## src/rtl/half_adder_pipe.sv

```systemverilog
`default_nettype none
// ============================================================================
// Module   : half_adder_pipe
// Purpose  : Registered bank of WIDTH independent 1-bit half adders with a
//            one-cycle latency valid flag and a saturating counter of
//            carry-producing lanes over all accepted beats.
// Ports    : clk       - rising-edge clock
//            rst       - asynchronous active-high reset
//            in_valid  - qualifies a/b this cycle
//            a, b      - operands, one bit per lane
//            clr_cnt   - synchronous clear of carry_cnt (wins over increment)
//            out_valid - sum/carry hold a new result
//            sum       - registered a ^ b
//            carry     - registered a & b
//            carry_cnt - saturating count of lanes with carry=1
// Revision : 1.0 - initial release
// ============================================================================
module half_adder_pipe #(
    parameter int WIDTH = 1,
    parameter int CNT_W = 16
) (
    input  logic             clk,
    input  logic             rst,
    input  logic             in_valid,
    input  logic [WIDTH-1:0] a,
    input  logic [WIDTH-1:0] b,
    input  logic             clr_cnt,
    output logic             out_valid,
    output logic [WIDTH-1:0] sum,
    output logic [WIDTH-1:0] carry,
    output logic [CNT_W-1:0] carry_cnt
);

    // Width needed to hold a popcount of 0..WIDTH.
    localparam int c_POP_W = $clog2(WIDTH + 1);
    // Accumulator is one bit wider than the larger operand so that the
    // addition can never overflow before the saturation compare.
    localparam int c_ACC_W = ((CNT_W > c_POP_W) ? CNT_W : c_POP_W) + 1;
    localparam logic [CNT_W-1:0] c_CNT_MAX = {CNT_W{1'b1}};

    logic [WIDTH-1:0]   w_and;
    logic [c_POP_W-1:0] w_pop;
    logic [c_ACC_W-1:0] w_acc;
    logic [CNT_W-1:0]   w_cnt_next;

    logic               r_valid;
    logic [WIDTH-1:0]   r_sum;
    logic [WIDTH-1:0]   r_carry;
    logic [CNT_W-1:0]   r_cnt;

    assign w_and = a & b;

    always_comb begin
        w_pop = '0;
        for (int i = 0; i < WIDTH; i++) begin
            w_pop = w_pop + c_POP_W'(w_and[i]);
        end
    end

    assign w_acc      = c_ACC_W'(r_cnt) + c_ACC_W'(w_pop);
    assign w_cnt_next = (w_acc > c_ACC_W'(c_CNT_MAX)) ? c_CNT_MAX
                                                      : w_acc[CNT_W-1:0];

    // Datapath: sum/carry only load on accepted beats, so they stay stable
    // while out_valid is low.
    always_ff @(posedge clk or posedge rst) begin
        if (rst) begin
            r_valid <= 1'b0;
            r_sum   <= '0;
            r_carry <= '0;
        end else begin
            r_valid <= in_valid;
            if (in_valid) begin
                r_sum   <= a ^ b;
                r_carry <= w_and;
            end
        end
    end

    // Carry-event statistics counter; clear beats discard their own carries.
    always_ff @(posedge clk or posedge rst) begin
        if (rst) begin
            r_cnt <= '0;
        end else if (clr_cnt) begin
            r_cnt <= '0;
        end else if (in_valid) begin
            r_cnt <= w_cnt_next;
        end
    end

    assign out_valid = r_valid;
    assign sum       = r_sum;
    assign carry     = r_carry;
    assign carry_cnt = r_cnt;

endmodule
`default_nettype wire

```

## config.mk

```make
export PLATFORM = sky130hd
export DESIGN_NAME = half_adder_pipe
export DESIGN_NICKNAME = d
export VERILOG_FILES = /design/src/rtl/half_adder_pipe.sv
export SDC_FILE = /design/constraint.sdc
export NUM_CORES = 1
export LEC_CHECK = 0
export CAP_MARGIN = 20
export CORE_MARGIN = 2
export CORE_UTILIZATION = 48
export CTS_CLUSTER_DIAMETER = 80
export CTS_CLUSTER_SIZE = 14
export DETAILED_ROUTE_END_ITERATION = 10
export PLACE_DENSITY = 0.78
export REMOVE_ABC_BUFFERS = 1
export SYNTH_ARGS = -nofsm -noshare
export SYNTH_HDL_FRONTEND = slang
export SYNTH_SLANG_ARGS = --single-unit
```

## constraint.sdc

```tcl
create_clock -name clk -period 2.3 [get_ports clk]
set_clock_uncertainty 0.15 [all_clocks]
set_input_delay 0.23 -clock clk [delete_from_list [all_inputs] [get_ports clk]]
set_output_delay 0.23 -clock clk [all_outputs]
set_load 0.05 [all_outputs]
```

==> results of run 1 <==
worst paths after layout:
check                                    startpoint                  endpoint  slack (ns)  cells after the start
max                        carry_cnt[8]$_DFFE_PP0P_              carry_cnt[8]        0.25                      1
max reg2reg                carry_cnt[2]$_DFFE_PP0P_  carry_cnt[8]$_DFFE_PP0P_        0.42                      5
max in group asynchronous                       rst         carry$_DFFE_PP0P_        1.34                      2
min in group clk                    sum$_DFFE_PP0P_           sum$_DFFE_PP0P_        0.37                      1
min reg2reg                         sum$_DFFE_PP0P_           sum$_DFFE_PP0P_        0.37                      1
min                                             rst  carry_cnt[9]$_DFFE_PP0P_        0.20                      2
synthesized netlist by cell type (2+ instances only):
master,instances,area (um^2)
a21oi_1,3,15.0
nand4_1,4,25.0
nand2_1,2,7.51
nor2b_1,2,12.5
a211oi_1,2,15.0
and4_1,3,26.3
dfrtp_1,19,475
a211oi_2,3,37.5
o21bai_1,2,15.0
mux2_2,2,22.5
clkbuf_1,2,7.51
inv_1,2,7.51
and3_1,5,31.3
nor3_1,6,30.0
a31oi_1,7,43.8
ha_1,3,37.5
nor2_1,14,52.6
nand3_1,8,40.0
cell families (layout without fill, tap and decap cells):
| logic type | count (synthesis) | after routing | synth area share (%) |
|---|---|---|---|
| fa+ha+maj | 3 | 3 | 3.58 |
| mux | 2 | 2 | 2.15 |
| simple gates | 51 | 51 | 29.5 |
| flops | 19 | 19 | 45.4 |
| compound gates | 22 | 22 | 16.5 |
| buf+inv | 6 | 35 | 2.87 |
final cells by class:
type | instances | share of cell area (%)
flip-flops and latches | 19 | 34.9
inverters | 2 | 0.550
clock inverters | 1 | 0.367
well taps | 27 | 2.48
multi-input cells | 78 | 39.7
repair buffers | 29 | 20.4
clock buffers | 3 | 1.65
state kept, by name (all words and copies together), names as in the netlist:
register,cells
carry,1
carry_cnt,16
out_valid,1
sum,1
power by group through the flow:
stage	clock, mW	combinational (mW)	sequential [mW]
after floorplan	0	0.0174	0.376
after global placement	0	0.0775	0.352
after detailed placement	0	0.0779	0.352
after CTS	0.172	0.0783	0.345
after global routing	0.189	0.0833	0.347
final	0.172	0.0776	0.345
per-layer routing:
| layer | wire (um) | global-route usage [%] |
|---|---|---|
| met1 | 1140 | 28.7 |
| met2 | 1160 | 37.3 |
| met3 | 136 | 2.38 |
| met4 | 14 | 4.05 |
| met5 | 0 | 0 |
metrics by stage:
step                      setup WS, ns  cells  hold WS [ns]
after floorplan                  0.239     99        0.0311
after CTS                        0.248    159         0.222
after global placement          0.0912    155         0.344
after detailed placement       -0.0231    155         0.347
after global routing             0.161    159         0.277
final                            0.252    159         0.196
==> impl_metrics.py, run 1 <==
metrics = {
    "power": {
        "p_int_mw": 0.434,
        "clockPowerShare_pct": 28.9,
        "power_leakage_nw": 0.589,
        "switchingPower_mw": 0.160,
        "p_comb_share_pct": 13.1,
        "pwr-share-seq_pct": 58.1,
        "peakVddDrop_uv": 335,
        "totalPowerFinal_mw": 0.594,
        "powerDensity_nw_per_um2": 436,
        "p_sw_share_pct": 27.0,
    },
    "routing": {
        "ant_nets": 0,
        "routed_via_density": 6.16,
        "drt_iter0_markers": 41,
        "wirelength_um": 2460,
        "wl_per_cell_um": 15.4,
        "first_pass_iters": 5,
        "drc": 0,
        "num_vias": 980,
    },
    "placement": {
        "dpl.hpwl_um": 1740,
        "port_buffers": 24,
        "post_dp_cell_area_um2": 1340,
        "gp_congestion": 0.814,
    },
    "cts": {
        "post_cts_buffers": 0,
        "cts-buffers-inserted": 3,
        "cts.repair.resized": 0,
        "clk_path_buf_depth": 2,
        "clock-root-buffer": "clkbuf_4",
        "cts_tree": "built",
        "clock-sinks": 19,
        "clk_pin_slew_ns": 0.11,
        "insertion_delay_ns": 0.30,
        "hold_buffers": 0,
        "cts_max_level": 1,
    },
    "critical_path": {
        "worstPathMaxFanout": 8,
        "timing.critical_path.required_ns": 1.92,
        "critPathKind": "register to primary output",
        "critPathTopFamily": "buffers and inverters",
        "end_kind": "primary output",
        "critPathMaxStageDelay_ns": 0.86,
        "crit_path_top_delay_cell": "clkdlybuf4s50_1",
        "cp_cell_sequence": "clkdlybuf4s50_1",
        "arrival_ns": 1.67,
        "worstSetupStartpointType": "register",
        "path_buf_inv": 1,
    },
    "sta": {
        "post-route-min-period_ns": 2.05,
        "rsz0062_at_grt": "no",
        "hold_viol": 0,
        "worstMarginPinSlew_ns": 0.737,
        "max_slew_margin_pct": 50.8,
        "setup_viol": 0,
        "drv_slew": 0,
        "setup-tns-final_ns": 0,
        "max_freq_ghz": 0.488,
        "finalCritPeriodShare_pct": 89.1,
    },
    "cells_and_area": {
        "area_growth_pct": 30.2,
        "diodes": 0,
        "layout.nets": 142,
        "layout_common_cells": "clkdlybuf4s50_1 (24), dfrtp_1 (19), nor2_1 (14)",
        "multi_input_area_um2": 542,
        "regArea_um2": 475,
        "stdcell_area_um2": 1360,
        "final_common_cell": "clkdlybuf4s50_1",
        "drive_above_1_share_pct": 13.6,
        "n_fill_cell": 167,
        "fin_util_pct": 68.1,
    },
    "floorplan": {
        "io_pins": 25,
        "die_y_um": 50.7,
        "initial_core_util_pct": 52.3,
        "dieArea_um2": 2570,
        "fp.dieW_um": 50.7,
        "rows": 16,
        "coreArea_um2": 2000,
    },
    "synthesis": {
        "synthFlopType": "dfrtp_1",
        "synth_seq_cells": 19,
        "synthArstFlopShare_pct": 100,
        "seq_area_frac_synth_pct": 45.4,
        "synth.distinct_cells": 32,
        "synth_edf_count": 0,
        "yosys_warnings": 0,
        "syn_area_per_cell_um2": 10.2,
        "syn_inst": 103,
        "mappedNetlistArea_um2": 1050,
    },
    "global_route": {
        "grt_max_degree": 20,
        "grt_pass1_vias": 939,
        "antenna_found_initial": 0,
        "grt_pass1_wl_um": 4230,
        "grt_overflow": 0,
        "gr-usage-all-layers_pct": 21.4,
    },
    "flow_run": {
        "drv_cap": 0,
    },
    "outcome": {
        "status": "finished clean",
    },
    "worst_hold_path": {
        "hold_path_class": "primary input to async pin",
    },
}
Note: power is estimated with default switching activity, not from simulation.
==> inputs of run 2 (changes only) <==
--- a/config.mk
+++ b/config.mk
@@ -11,6 +11,7 @@
 export CTS_CLUSTER_DIAMETER = 80
 export CTS_CLUSTER_SIZE = 14
 export DETAILED_ROUTE_END_ITERATION = 10
+export GPL_ROUTABILITY_DRIVEN = 0
 export PLACE_DENSITY = 0.78
 export REMOVE_ABC_BUFFERS = 1
 export SYNTH_ARGS = -nofsm -noshare
==> results of run 2 <==
The final DEF is identical to that of run 1; final timing and power are the same.
==> inputs of run 3 (changes only) <==
--- a/config.mk
+++ b/config.mk
@@ -7,12 +7,12 @@
 export LEC_CHECK = 0
 export CAP_MARGIN = 20
 export CORE_MARGIN = 2
-export CORE_UTILIZATION = 48
+export CORE_UTILIZATION = 52
 export CTS_CLUSTER_DIAMETER = 80
 export CTS_CLUSTER_SIZE = 14
 export DETAILED_ROUTE_END_ITERATION = 10
 export GPL_ROUTABILITY_DRIVEN = 0
-export PLACE_DENSITY = 0.78
+export PLACE_DENSITY = 0.83
 export REMOVE_ABC_BUFFERS = 1
 export SYNTH_ARGS = -nofsm -noshare
 export SYNTH_HDL_FRONTEND = slang
==> constraint.sdc (replaced) <==
create_clock -name clk -period 2.6 [get_ports clk]
set_clock_uncertainty 0.15 [all_clocks]
set_input_delay 0.26 -clock clk [delete_from_list [all_inputs] [get_ports clk]]
set_output_delay 0.26 -clock clk [all_outputs]
set_load 0.05 [all_outputs]
==> impl_metrics.py, run 3 (synthesis gave the netlist of run 1 again) <==
metrics = {
    "cts": {
        "clock-sinks": 19,
        "hold_buffers": 0,
        "clock-root-buffer": "clkbuf_4",
        "cts_max_level": 1,
        "post_cts_buffers": 0,
        "clk_pin_slew_ns": 0.12,
        "cts-buffers-inserted": 3,
        "cts.repair.resized": 0,
        "insertion_delay_ns": 0.29,
        "clk_path_buf_depth": 2,
        "cts_tree": "built",
    },
    "sta": {
        "drv_slew": 0,
        "worstMarginPinSlew_ns": 0.750,
        "hold_slack_ns": 0.217,
        "hold_viol": 0,
        "rsz0062_at_grt": "no",
        "setup-tns-final_ns": 0,
        "max_freq_ghz": 0.474,
        "setup_viol": 0,
        "finalCritPeriodShare_pct": 81.1,
        "post-route-min-period_ns": 2.11,
        "max_slew_margin_pct": 49.9,
    },
    "critical_path": {
        "critPathTopFamily": "simple AND/OR/NAND/NOR gates",
        "cp_cell_sequence": "clkdlybuf4s50_1 > ha_1 > ha_1 > nand3_1 > nor3_1 > a31oi_1 > a311oi_2",
        "critPathMaxStageDelay_ns": 0.47,
        "end_kind": "register",
        "crit_top_cell": "ha_1",
        "critPathKind": "primary input to register",
        "arrival_ns": 2.16,
        "crit_start": "a",
        "rr_startpoint": "carry_cnt[2]$_DFFE_PP0P_",
        "timing.critical_path.required_ns": 2.65,
        "worstPathMaxFanout": 5,
        "path_buf_inv": 1,
        "worstSetupStartpointType": "primary input",
        "crit_path_top_delay_cell": "clkdlybuf4s50_1",
    },
    "power": {
        "power_leakage_nw": 0.567,
        "peakVddDrop_uv": 438,
        "powerDensity_nw_per_um2": 396,
    },
    "cells_and_area": {
        "layout.nets": 138,
        "largest_reg_flops": 16,
        "n_fill_cell": 156,
        "final_common_cell": "clkdlybuf4s50_1",
        "diodes": 0,
        "drive_above_1_share_pct": 10.9,
        "area_growth_pct": 27.4,
        "layout_common_cells": "clkdlybuf4s50_1 (24), dfrtp_1 (19), nor2_1 (14)",
    },
    "placement": {
        "port_buffers": 24,
        "dpl.hpwl_um": 1770,
    },
    "routing": {
        "wl_per_cell_um": 15.9,
        "drt_iter0_markers": 32,
        "drc": 0,
        "wl_met2_um": 1220,
        "first_pass_iters": 4,
        "wl_met3_um": 128,
        "wl_met1_um": 1090,
        "routed_via_density": 6.11,
        "ant_nets": 0,
        "top_layer": "met4",
        "wirelength_um": 2470,
        "num_vias": 947,
    },
    "global_route": {
        "gr-usage-all-layers_pct": 23.4,
        "grt_pass1_vias": 923,
        "grt_max_degree": 20,
        "grt_overflow": 0,
        "grt_pass1_wl_um": 4280,
        "antenna_found_initial": 0,
    },
    "floorplan": {
        "die_y_um": 48.9,
        "dieArea_um2": 2390,
        "fp.dieW_um": 48.9,
        "initial_core_util_pct": 54.5,
        "coreArea_um2": 1920,
        "io_pins": 25,
        "rows": 16,
    },
    "outcome": {
        "status": "finished clean",
    },
    "flow_run": {
        "drv_cap": 0,
    },
    "worst_hold_path": {
        "hold_path_class": "primary input to async pin",
    },
}
## run 3: cell types whose count changed in the layout (fill, tap and decap cells not counted), sizes merged
| cell | delta |
|---|---|
| buf | -4 |
## run 3: layout make-up
class                      count  area (um^2)  area share, %
inverter                       2         7.51          0.563
clock inverter                 1         5.00          0.375
timing repair buffer          25          248           18.6
multi-input combinational     78          542           40.6
sequential                    19          475           35.6
clock buffer                   3         22.5           1.69
tap                           27         33.8           2.53
## run 3: worst register-to-register path, cell delays in order (launching register included)
cell	delay [ns]
dfrtp_1	0.48
nand4_1	0.29
nor2_1	0.54
a41oi_1	0.21
a211oi_2	0.22
## run 3: per-stage QoR
step           cell area, um^2  power (mW)  setup WS (ns)  util [%]  cells
6_report                  1330       0.529          0.491      69.4    155
5_1_grt                   1330       0.549          0.293      69.4    155
4_1_cts                   1330       0.531          0.496      69.4    155
3_5_place_dp              1310       0.381          0.195      68.0    151
3_3_place_gp              1310       0.380          0.299      68.0    151
2_1_floorplan             1020       0.348          0.539         -     99
## run 3: path summary, 6_finish.rpt
path	end	slack, ns	cells past startpoint
max in group asynchronous	out_valid$_DFF_PP0_	1.63	2
min in group clk	carry$_DFFE_PP0P_	0.38	1
worst min-delay path	carry_cnt[3]$_DFFE_PP0P_	0.22	2
worst min register to register	carry$_DFFE_PP0P_	0.38	1
worst max-delay path	carry_cnt[10]$_DFFE_PP0P_	0.49	7
worst max register to register	carry_cnt[15]$_DFFE_PP0P_	0.62	4
## run 3: power breakdown
part	leakage (nW)	switching [mW]	internal, mW
Combinational	0.290	0.0439	0.0254
Sequential	0.259	0.00407	0.301
Clock	0.0177	0.0965	0.0572
## run 3: layer usage
metal / global-route usage [%] / vias up
met5: 0 / -
met3: 5.21 / 2
met1: 28.7 / 459
met4: 10.0 / 0
li1: - / 447
met2: 39.5 / 39
==> variant: new RTL, flow settings as in run 1 <==
Register the output `carry_cnt` once more, cleared by the reset; this adds one clock of latency there. The other outputs are not delayed to match.
--- a/src/rtl/half_adder_pipe.sv
+++ b/src/rtl/half_adder_pipe.sv
@@ -93,3 +93,9 @@
     assign carry     = r_carry;
-    assign carry_cnt = r_cnt;
+    always_ff @(posedge clk or posedge rst) begin
+        if (rst) begin
+            carry_cnt <= '0;
+        end else begin
+            carry_cnt <= r_cnt;
+        end
+    end
 
Behaviour: not the same (Yosys sat finds a counterexample within 4 cycles, from zero or initial values and one cycle with rst high).
==> variant against run 1 <==
- the run now ends with DRC left
- total power is 84% higher
- count of clock-buffer cells in the layout is 5 higher
- area after synthesis grew 38%
- routed wire length grew 16%
- final area rose by 31%
- via count increased by 11%
- worst setup slack improved by 100 ps
- critical path depth is 6 higher
- register-to-register slack worse by 20 ps
- sequential cell count is 16 higher
- global-route usage shrank 2.7 points
- critical endpoint is now r_cnt[12]
==> variant: results (changes against run 1) <==
Clock H-tree levels 2 (+1); TritonCTS buffer count 5 (+2); top cells by area, synth dfrtp_1 61%, a31oi_1 2.6%, ha_1 2.6%; commonest cells in the netlist 35 x dfrtp_1, 8 x nor2_1, 6 x a31oi_1, 6 x nand3_1, 5 x nor3_1; global-route usage over all layers 0.187 (-0.0269); clk_lat worst skew 340 ps (+40 ps); first-pass GRT wire length 4700 um (+11%); largest net degree at the start of global routing 36 (+80%); Arr. time, crit path 2050 ps (+380 ps); dpl ws -25.5 ps (-2.36 ps); total wire length 2840 um (+16%); Mean Syn Cell Area 12.5 um^2 (+23%); sequential share of the synthesized area 0.605 (+0.151); failing checks DRC; power in the clock group 0.379 mW (+120%); PD cells 611 mW/mm^2 (+40%); multiplexer share of the synthesized area 0.0225 (+0.000967); Post-Place Cells 171 (+10%); Sw Ratio 0.237 (-0.0331); FF-to-FF Start r_cnt[9]; FF/Latch Area 876 um^2 (+84%); outcome complete, but fails checks; Slew HR 0.617 (+0.109); Placer Congestion 0.953 (+17%); Logic pwr share 0.077 (-0.054); # fillers 224 (+34%); Pre-Repair DR Iteration Count 7 (+2); fin nets 156 (+9.9%); share of layout cells above drive strength 1 0.135 (-0.00123); Setup crit start b; DRC 1 (+1); initial DRC count 42 (+2.4%); vias in the first global route 1003 (+6.8%); routed length per instance 15.9 um (+2.8%); Placed Area 0.00172 mm^2 (+29%); via density per instance 6.07 (-1.6%)
-- variant: cell count changes in the layout (fill, tap and decap cells not counted), sizes merged, moves of 2 or more --
cell           run 1  this run
a311oi             2         4
a41oi              1         3
and2               0         3
clkbuf             3         8
dfrtp             19        35
nor2              14         8
nor2b              2         0
-- variant: worst max-delay path, cell delays in order --
cell and delay (ps):
clkdlybuf4s50_1 470, ha_1 190, ha_1 170, and4_1 340, and4_4 300, a41oi_1 140
a211oi_1 220
-- variant: kinds of logic (layout without fill, tap and decap cells) --
group           Yosys count  after routing
simple gates             42             42
flops                    35             35
compound gates           26             26
buf+inv                   7             39
fa+ha+maj                 3              3
mux                       3              3
-- variant: per-layer routing --
metal  wire [um]  up-vias  part of all wire  GRT usage
met5           0        -                 0          0
met4          85        0             0.030     0.0909
met3         170       13             0.060     0.0637
met2        1370       44              0.48      0.287
met1        1220      519              0.43      0.236
li1            -      510                 -          -
-- variant: final timing paths --
path                            endpoint  slack (ps)  cells past startpoint
setup / recovery               r_cnt[12]         350                      7
hold / removal                  r_cnt[5]         120                      3
setup reg to reg                r_cnt[7]         400                      4
hold reg to reg            carry_cnt[15]         300                      0
max in group asynchronous      r_cnt[11]        1590                      3
min in group clk           carry_cnt[15]         300                      0
-- variant: metrics by stage --
| stage | TNS [ps] | hold slack, ps |
|---|---|---|
| 4_1_cts | 0 | 138 |
| 2_1_floorplan | 0 | 111 |
| 3_5_place_dp | -41.8 | 280 |
| 3_3_place_gp | 0 | 274 |
| 6_report | 0 | 117 |
| 5_1_grt | 0 | 156 |
-- variant: cell type report --
cell class,count,share of cell area
clock buffers,8,0.0385
repair buffers,28,0.151
well taps,31,0.0217
inverters,3,0.00629
flip-flops and latches,35,0.490
multi-input cells,74,0.293
